===== src/rtl/pulse_stim_gen_pkg.sv =====
// Shared types and helpers for the pulse stimulus generator.
package pulse_stim_gen_pkg;

  typedef enum logic [1:0] {
    StIdle = 2'd0,
    StLow  = 2'd1,
    StHigh = 2'd2,
    StDone = 2'd3
  } state_e;

  localparam int unsigned DefLenW = 8;
  localparam int unsigned DefRepW = 8;
  localparam int unsigned DefHitW = 16;

  // Zero-length phases would break the "!sig ##1 sig" guarantee, so they run as one cycle.
  function automatic logic [31:0] clamp_to_one(input logic [31:0] v);
    return (v == 32'd0) ? 32'd1 : v;
  endfunction

endpackage


===== src/rtl/pulse_stim_gen_cnt.sv =====
// Loadable down-counter with enable; expired_o flags a count of exactly one.
module pulse_stim_gen_cnt #(
  parameter int unsigned Width = 8
) (
  input  logic             clk_i,
  input  logic             rst_ni,
  input  logic             en_i,
  input  logic             load_i,
  input  logic [Width-1:0] load_val_i,
  input  logic             dec_i,
  output logic             expired_o
);

  logic [Width-1:0] cnt_q;

  always_ff @(posedge clk_i) begin
    if (!rst_ni) begin
      cnt_q <= '0;
    end else if (en_i) begin
      if (load_i) begin
        cnt_q <= load_val_i;
      end else if (dec_i) begin
        cnt_q <= cnt_q - Width'(1);
      end
    end
  end

  assign expired_o = (cnt_q == Width'(1));

endmodule


===== src/rtl/pulse_stim_gen.sv =====
// Programmable low/high pulse-train generator with a saturating rise counter.
// Optional abort input enabled by defining PULSE_STIM_GEN_ABORT_EN.
module pulse_stim_gen
  import pulse_stim_gen_pkg::*;
#(
  parameter int unsigned LEN_W = DefLenW,
  parameter int unsigned REP_W = DefRepW,
  parameter int unsigned HIT_W = DefHitW
) (
  input  logic             clk_i,
  input  logic             rst_ni,
  input  logic             en_i,
  input  logic             start_i,
`ifdef PULSE_STIM_GEN_ABORT_EN
  input  logic             abort_i,
`endif
  input  logic [LEN_W-1:0] low_len_i,
  input  logic [LEN_W-1:0] high_len_i,
  input  logic [REP_W-1:0] rep_cnt_i,
  output logic             busy_o,
  output logic             done_o,
  output logic             test_sig_o,
  output logic [HIT_W-1:0] hit_cnt_o
);

  state_e state_q, state_d;

  logic [LEN_W-1:0] low_len_q, high_len_q;
  logic [LEN_W-1:0] low_clamped, high_clamped;
  logic             cfg_latch;

  logic             phase_load, phase_dec, phase_exp;
  logic [LEN_W-1:0] phase_val;
  logic             rep_load, rep_dec, rep_exp;

  logic             busy_q, done_q, test_sig_q;
  logic [HIT_W-1:0] hit_cnt_q;
  logic             abort;

`ifdef PULSE_STIM_GEN_ABORT_EN
  assign abort = abort_i;
`else
  assign abort = 1'b0;
`endif

  assign low_clamped  = LEN_W'(clamp_to_one(32'(low_len_i)));
  assign high_clamped = LEN_W'(clamp_to_one(32'(high_len_i)));

  always_comb begin
    state_d    = state_q;
    cfg_latch  = 1'b0;
    phase_load = 1'b0;
    phase_dec  = 1'b0;
    phase_val  = '0;
    rep_load   = 1'b0;
    rep_dec    = 1'b0;
    unique case (state_q)
      StIdle: begin
        if (start_i) begin
          cfg_latch = 1'b1;
          if (rep_cnt_i == '0) begin
            state_d = StDone;
          end else begin
            state_d    = StLow;
            phase_load = 1'b1;
            phase_val  = low_clamped;
            rep_load   = 1'b1;
          end
        end
      end
      StLow: begin
        if (abort) begin
          state_d = StDone;
        end else if (phase_exp) begin
          state_d    = StHigh;
          phase_load = 1'b1;
          phase_val  = high_len_q;
        end else begin
          phase_dec = 1'b1;
        end
      end
      StHigh: begin
        if (abort) begin
          state_d = StDone;
        end else if (phase_exp) begin
          if (rep_exp) begin
            state_d = StDone;
          end else begin
            state_d    = StLow;
            phase_load = 1'b1;
            phase_val  = low_len_q;
            rep_dec    = 1'b1;
          end
        end else begin
          phase_dec = 1'b1;
        end
      end
      StDone: begin
        state_d = StIdle;
      end
      default: begin
        state_d = StIdle;
      end
    endcase
  end

  pulse_stim_gen_cnt #(
    .Width (LEN_W)
  ) u_phase_cnt (
    .clk_i      (clk_i),
    .rst_ni     (rst_ni),
    .en_i       (en_i),
    .load_i     (phase_load),
    .load_val_i (phase_val),
    .dec_i      (phase_dec),
    .expired_o  (phase_exp)
  );

  pulse_stim_gen_cnt #(
    .Width (REP_W)
  ) u_rep_cnt (
    .clk_i      (clk_i),
    .rst_ni     (rst_ni),
    .en_i       (en_i),
    .load_i     (rep_load),
    .load_val_i (rep_cnt_i),
    .dec_i      (rep_dec),
    .expired_o  (rep_exp)
  );

  // Outputs are registered from the next state so they line up with state_q.
  always_ff @(posedge clk_i) begin
    if (!rst_ni) begin
      state_q    <= StIdle;
      low_len_q  <= '0;
      high_len_q <= '0;
      busy_q     <= 1'b0;
      done_q     <= 1'b0;
      test_sig_q <= 1'b0;
      hit_cnt_q  <= '0;
    end else if (en_i) begin
      state_q    <= state_d;
      busy_q     <= (state_d != StIdle);
      done_q     <= (state_d == StDone);
      test_sig_q <= (state_d == StHigh);
      if (cfg_latch) begin
        low_len_q  <= low_clamped;
        high_len_q <= high_clamped;
      end
      if ((state_d == StHigh) && (state_q != StHigh) && (hit_cnt_q != {HIT_W{1'b1}})) begin
        hit_cnt_q <= hit_cnt_q + HIT_W'(1);
      end
    end
  end

  assign busy_o     = busy_q;
  assign done_o     = done_q;
  assign test_sig_o = test_sig_q;
  assign hit_cnt_o  = hit_cnt_q;

endmodule

===== config.mk =====
export PLATFORM = sky130hd
export DESIGN_NAME = pulse_stim_gen
export DESIGN_NICKNAME = d
export VERILOG_FILES = /design/src/rtl/pulse_stim_gen_pkg.sv /design/src/rtl/pulse_stim_gen_cnt.sv /design/src/rtl/pulse_stim_gen.sv
export SDC_FILE = /design/constraint.sdc
export NUM_CORES = 1
export LEC_CHECK = 0
export BUFFER_PORTS_ARGS = -buffer_cell sky130_fd_sc_hd__buf_2
export CORE_MARGIN = 5
export CORE_UTILIZATION = 55
export CTS_CLUSTER_DIAMETER = 30
export CTS_CLUSTER_SIZE = 40
export DETAILED_ROUTE_END_ITERATION = 6
export HOLD_SLACK_MARGIN = 0.05
export PLACE_DENSITY = 0.82
export RECOVER_POWER = 25
export SLEW_MARGIN = 20
export SYNTH_ARGS = -nofsm -noshare
export SYNTH_HDL_FRONTEND = slang
export SYNTH_SLANG_ARGS = --single-unit
export TNS_END_PERCENT = 10

===== constraint.sdc =====
create_clock -name clk_i -period 9.65 [get_ports clk_i]
set_clock_uncertainty 0.1 [all_clocks]
set_input_delay 2.895 -clock clk_i [delete_from_list [all_inputs] [get_ports clk_i]]
set_output_delay 2.895 -clock clk_i [all_outputs]
set_load 0.005 [all_outputs]

==> out/qor.txt <==
Syn Nets: 400
Seq/Total Area, Yosys: 36.8%
Final Core Density: 62.8%
GRT Util Overall: 21.4%
Hold Crit Class: flip-flop to flip-flop
Root buffer cell: clkbuf_8
FMAX: 198 MHz
CP Class: input port to flip-flop
Crit-path cells: buf_2, or4_1, o21a_2, a211oi_4, nand2_4, or4_1, a21oi_1
Setup TNS: 0 ns
Max incr delay on CP: 0.56 ns
Req. time, crit path: 9.78 ns
Crit path max fanout: 16
Yosys top cell by area: dfxtp_1
Mapped cell area: 0.00288 mm2
Vias: 2832
Buf/Inv on CP: 1
Switching Fraction: 31.9%
Final setup violation count: 0
Detailed Route WL: 6.88 mm
Seq cells post-synth: 53
Max-slew violations: 0
Die area: 0.00679 mm2
Lkg Pwr: 0.00121 uW
# resized after CTS: 0
Slew HR: 55.1%
Dominant synthesized flop cell: dfxtp_1
I/O pins: 47
Crit end category: flip-flop
NetSw: 155 uW
Cells after synthesis: 363
Ant diodes: 0
H-tree levels: 2
Clock network fraction of total power: 24.8%
Global route overflow: 0
Core box area: 0.00511 mm2
Max Cap Viol: 0
Internal power: 330 uW
First-pass GRT wire length: 11.6 mm
Die X: 82.4 um
Mean Syn Cell Area: 7.94 um2
CTS hold repair buffers: 0
CTS tree: yes
CTS Sinks: 53
Initial Utilization: 56.4%
Share of total power in combinational logic: 24.8%
Outcome: finished, final reports clean
Clk Latency, worst-skew pair: 0.30 ns
ANT nets after route: 0
Largest net degree at the start of global routing: 24
Crit path max-delay family: simple AND/OR/NAND/NOR gates
Die height: 82.4 um
Minimum clock period: 5.06 ns
RSZ-0062 raised after global routing: no
Vias per inst: 6.04
Worst-path clk slew: 0.09 ns
Final net count: 435
Final Hold Vio Count: 0
Share of post-route cells with drive strength above 1: 13.8%
Row count: 26
CTS Buffer Depth: 2
DPL Wire Length: 4.97 mm
Most numerous cell on the critical path: or4_1
Period utilization: 52.4%
IO buf count: 46
Peak VDD IR: 0.0911 mV
Wirelength per Cell: 14.7 um
Synth top area share: 36.8%
Synth cell types: 51
Actual slew at the worst max-slew pin: 0.667 ns
Startpoint types: input port
Arrival time at the worst endpoint: 5.19 ns
Synthesis Warnings: 0
Initial DRC Count: 255
Post-synth top cells: dfxtp_1 (53), nand2_1 (50), a21oi_1 (39)
DRC: 0
Gp weighted congestion: 0.897
TritonRoute pass-1 iters: 5
Most common cell in the synthesized netlist: dfxtp_1
Setup bufs post-CTS: 0
Post-synth ARST share: 0%
Sequential power share: 50.4%
PwrDens: 151 mW/mm2
Slowest cell on the critical path: or4_1
Top post-synthesis cells by area: dfxtp_1 (37%), a21oi_1 (6.8%), nand2_1 (6.5%)
Area grow syn2layout: 11.3%
Initial antenna violation count: 0
Vias in the first global route: 2444
Fillers: 488
CTS Buf Count: 5
EDFF count, synth: 0
==> state kept, by name, summed over array words and instances (netlist names) <==
name               flops
low_len_q              8
busy_o                 1
done_o                 1
hit_cnt_o             16
u_phase_cnt.cnt_q      8
test_sig_o             1
u_rep_cnt.cnt_q        8
state_q                2
high_len_q             8
==> power by group through the flow <==
stage / Combinational, uW / Sequential (uW) / Clock, uW
6_report: 120 / 245 / 120
2_1_floorplan: 91.9 / 246 / 0
3_5_place_dp: 118 / 249 / 0
4_1_cts: 119 / 244 / 123
5_1_grt: 136 / 246 / 136
3_3_place_gp: 116 / 248 / 0
==> cell usage in the layout (no fill, tap or decap), types with 4 or more instances in the layout <==
cell      netlist  final
clkbuf_8        0      5
nor4_1          7      7
dfxtp_1        53     53
buf_2           1     38
nor2_1         27     27
clkbuf_1       17      9
a32o_1          6      6
ha_1            9      9
a211oi_1        5      5
and2_1          4      4
or4_1           4      4
or3_1           9      9
mux2i_1         9      9
nand2b_1        4      4
nand2_1        50     50
inv_1          12     12
nand3_1         9      9
a222oi_1        7      7
a21oi_1        39     39
nor3_1          9      9
o21ai_0        25     25
a22o_1          5      5
and3_1          7      7
nand4_1        10     10
==> stage by stage <==
stage	hold slack, ns	cell area (um2)	cells	setup slack [ns]	power [uW]
floorplan	0.336	2880	363	4.60	338
global placement	0.341	3130	461	4.33	364
detailed placement	0.348	3130	461	4.29	367
CTS	0.361	3220	469	4.60	486
global route	0.379	3210	469	4.46	519
finish	0.366	3210	469	4.59	485
==> worst min-delay path, cell delays in order, from the launching register on <==
cell	delay, ns
dfxtp_1	0.32
nand2_1	0.05
a21oi_1	0.05
==> layout make-up <==
cell class                      instances  area (um2)  area share (%)
Multi-Input combinational cell        279        1700            53.1
Sequential cell                        53        1060            33.1
Timing Repair Buffer                   47         228            7.10
Tap cell                               70        87.6            2.73
Clock buffer                            6        72.6            2.26
Inverter                               12        45.0            1.40
Clock inverter                          2        10.0           0.312
==> worst paths after layout <==
check	to	depth (start not counted)	startpoint	slack (ns)
min reg2reg	low_len_q[3]	2	low_len_q[3]	0.37
max	hit_cnt_o[14]	7	rep_cnt_i[4]	4.59
max reg2reg	hit_cnt_o[14]	8	state_q[1]	6.79
min	low_len_q[3]	2	low_len_q[3]	0.37
==> per-layer routing <==
metal / share of wire, % / wire [um] / global-route usage (%) / up-vias
li1: - / - / - / 1413
met1: 47 / 3250 / 30.3 / 1322
met2: 46 / 3170 / 34.1 / 91
met3: 5.9 / 404 / 3.69 / 6
met4: 0.81 / 56 / 4.49 / 0
met5: 0 / 0 / 0 / -
==> cell families (layout without fill, tap and decap cells) <==
logic type / count (synthesis) / after routing / share of synthesized area (%)
XOR/XNOR: 4 / 4 / 1.22
AO/OA/AOI/OAI: 109 / 109 / 25.1
flip-flops: 53 / 53 / 36.8
multiplexers: 9 / 9 / 3.13
buffers and inverters: 31 / 67 / 4.08
AND/OR/NAND/NOR: 148 / 148 / 25.8
adder cells (fa/ha/maj): 9 / 9 / 3.91
No activity file was read; power rests on OpenSTA's default activity.
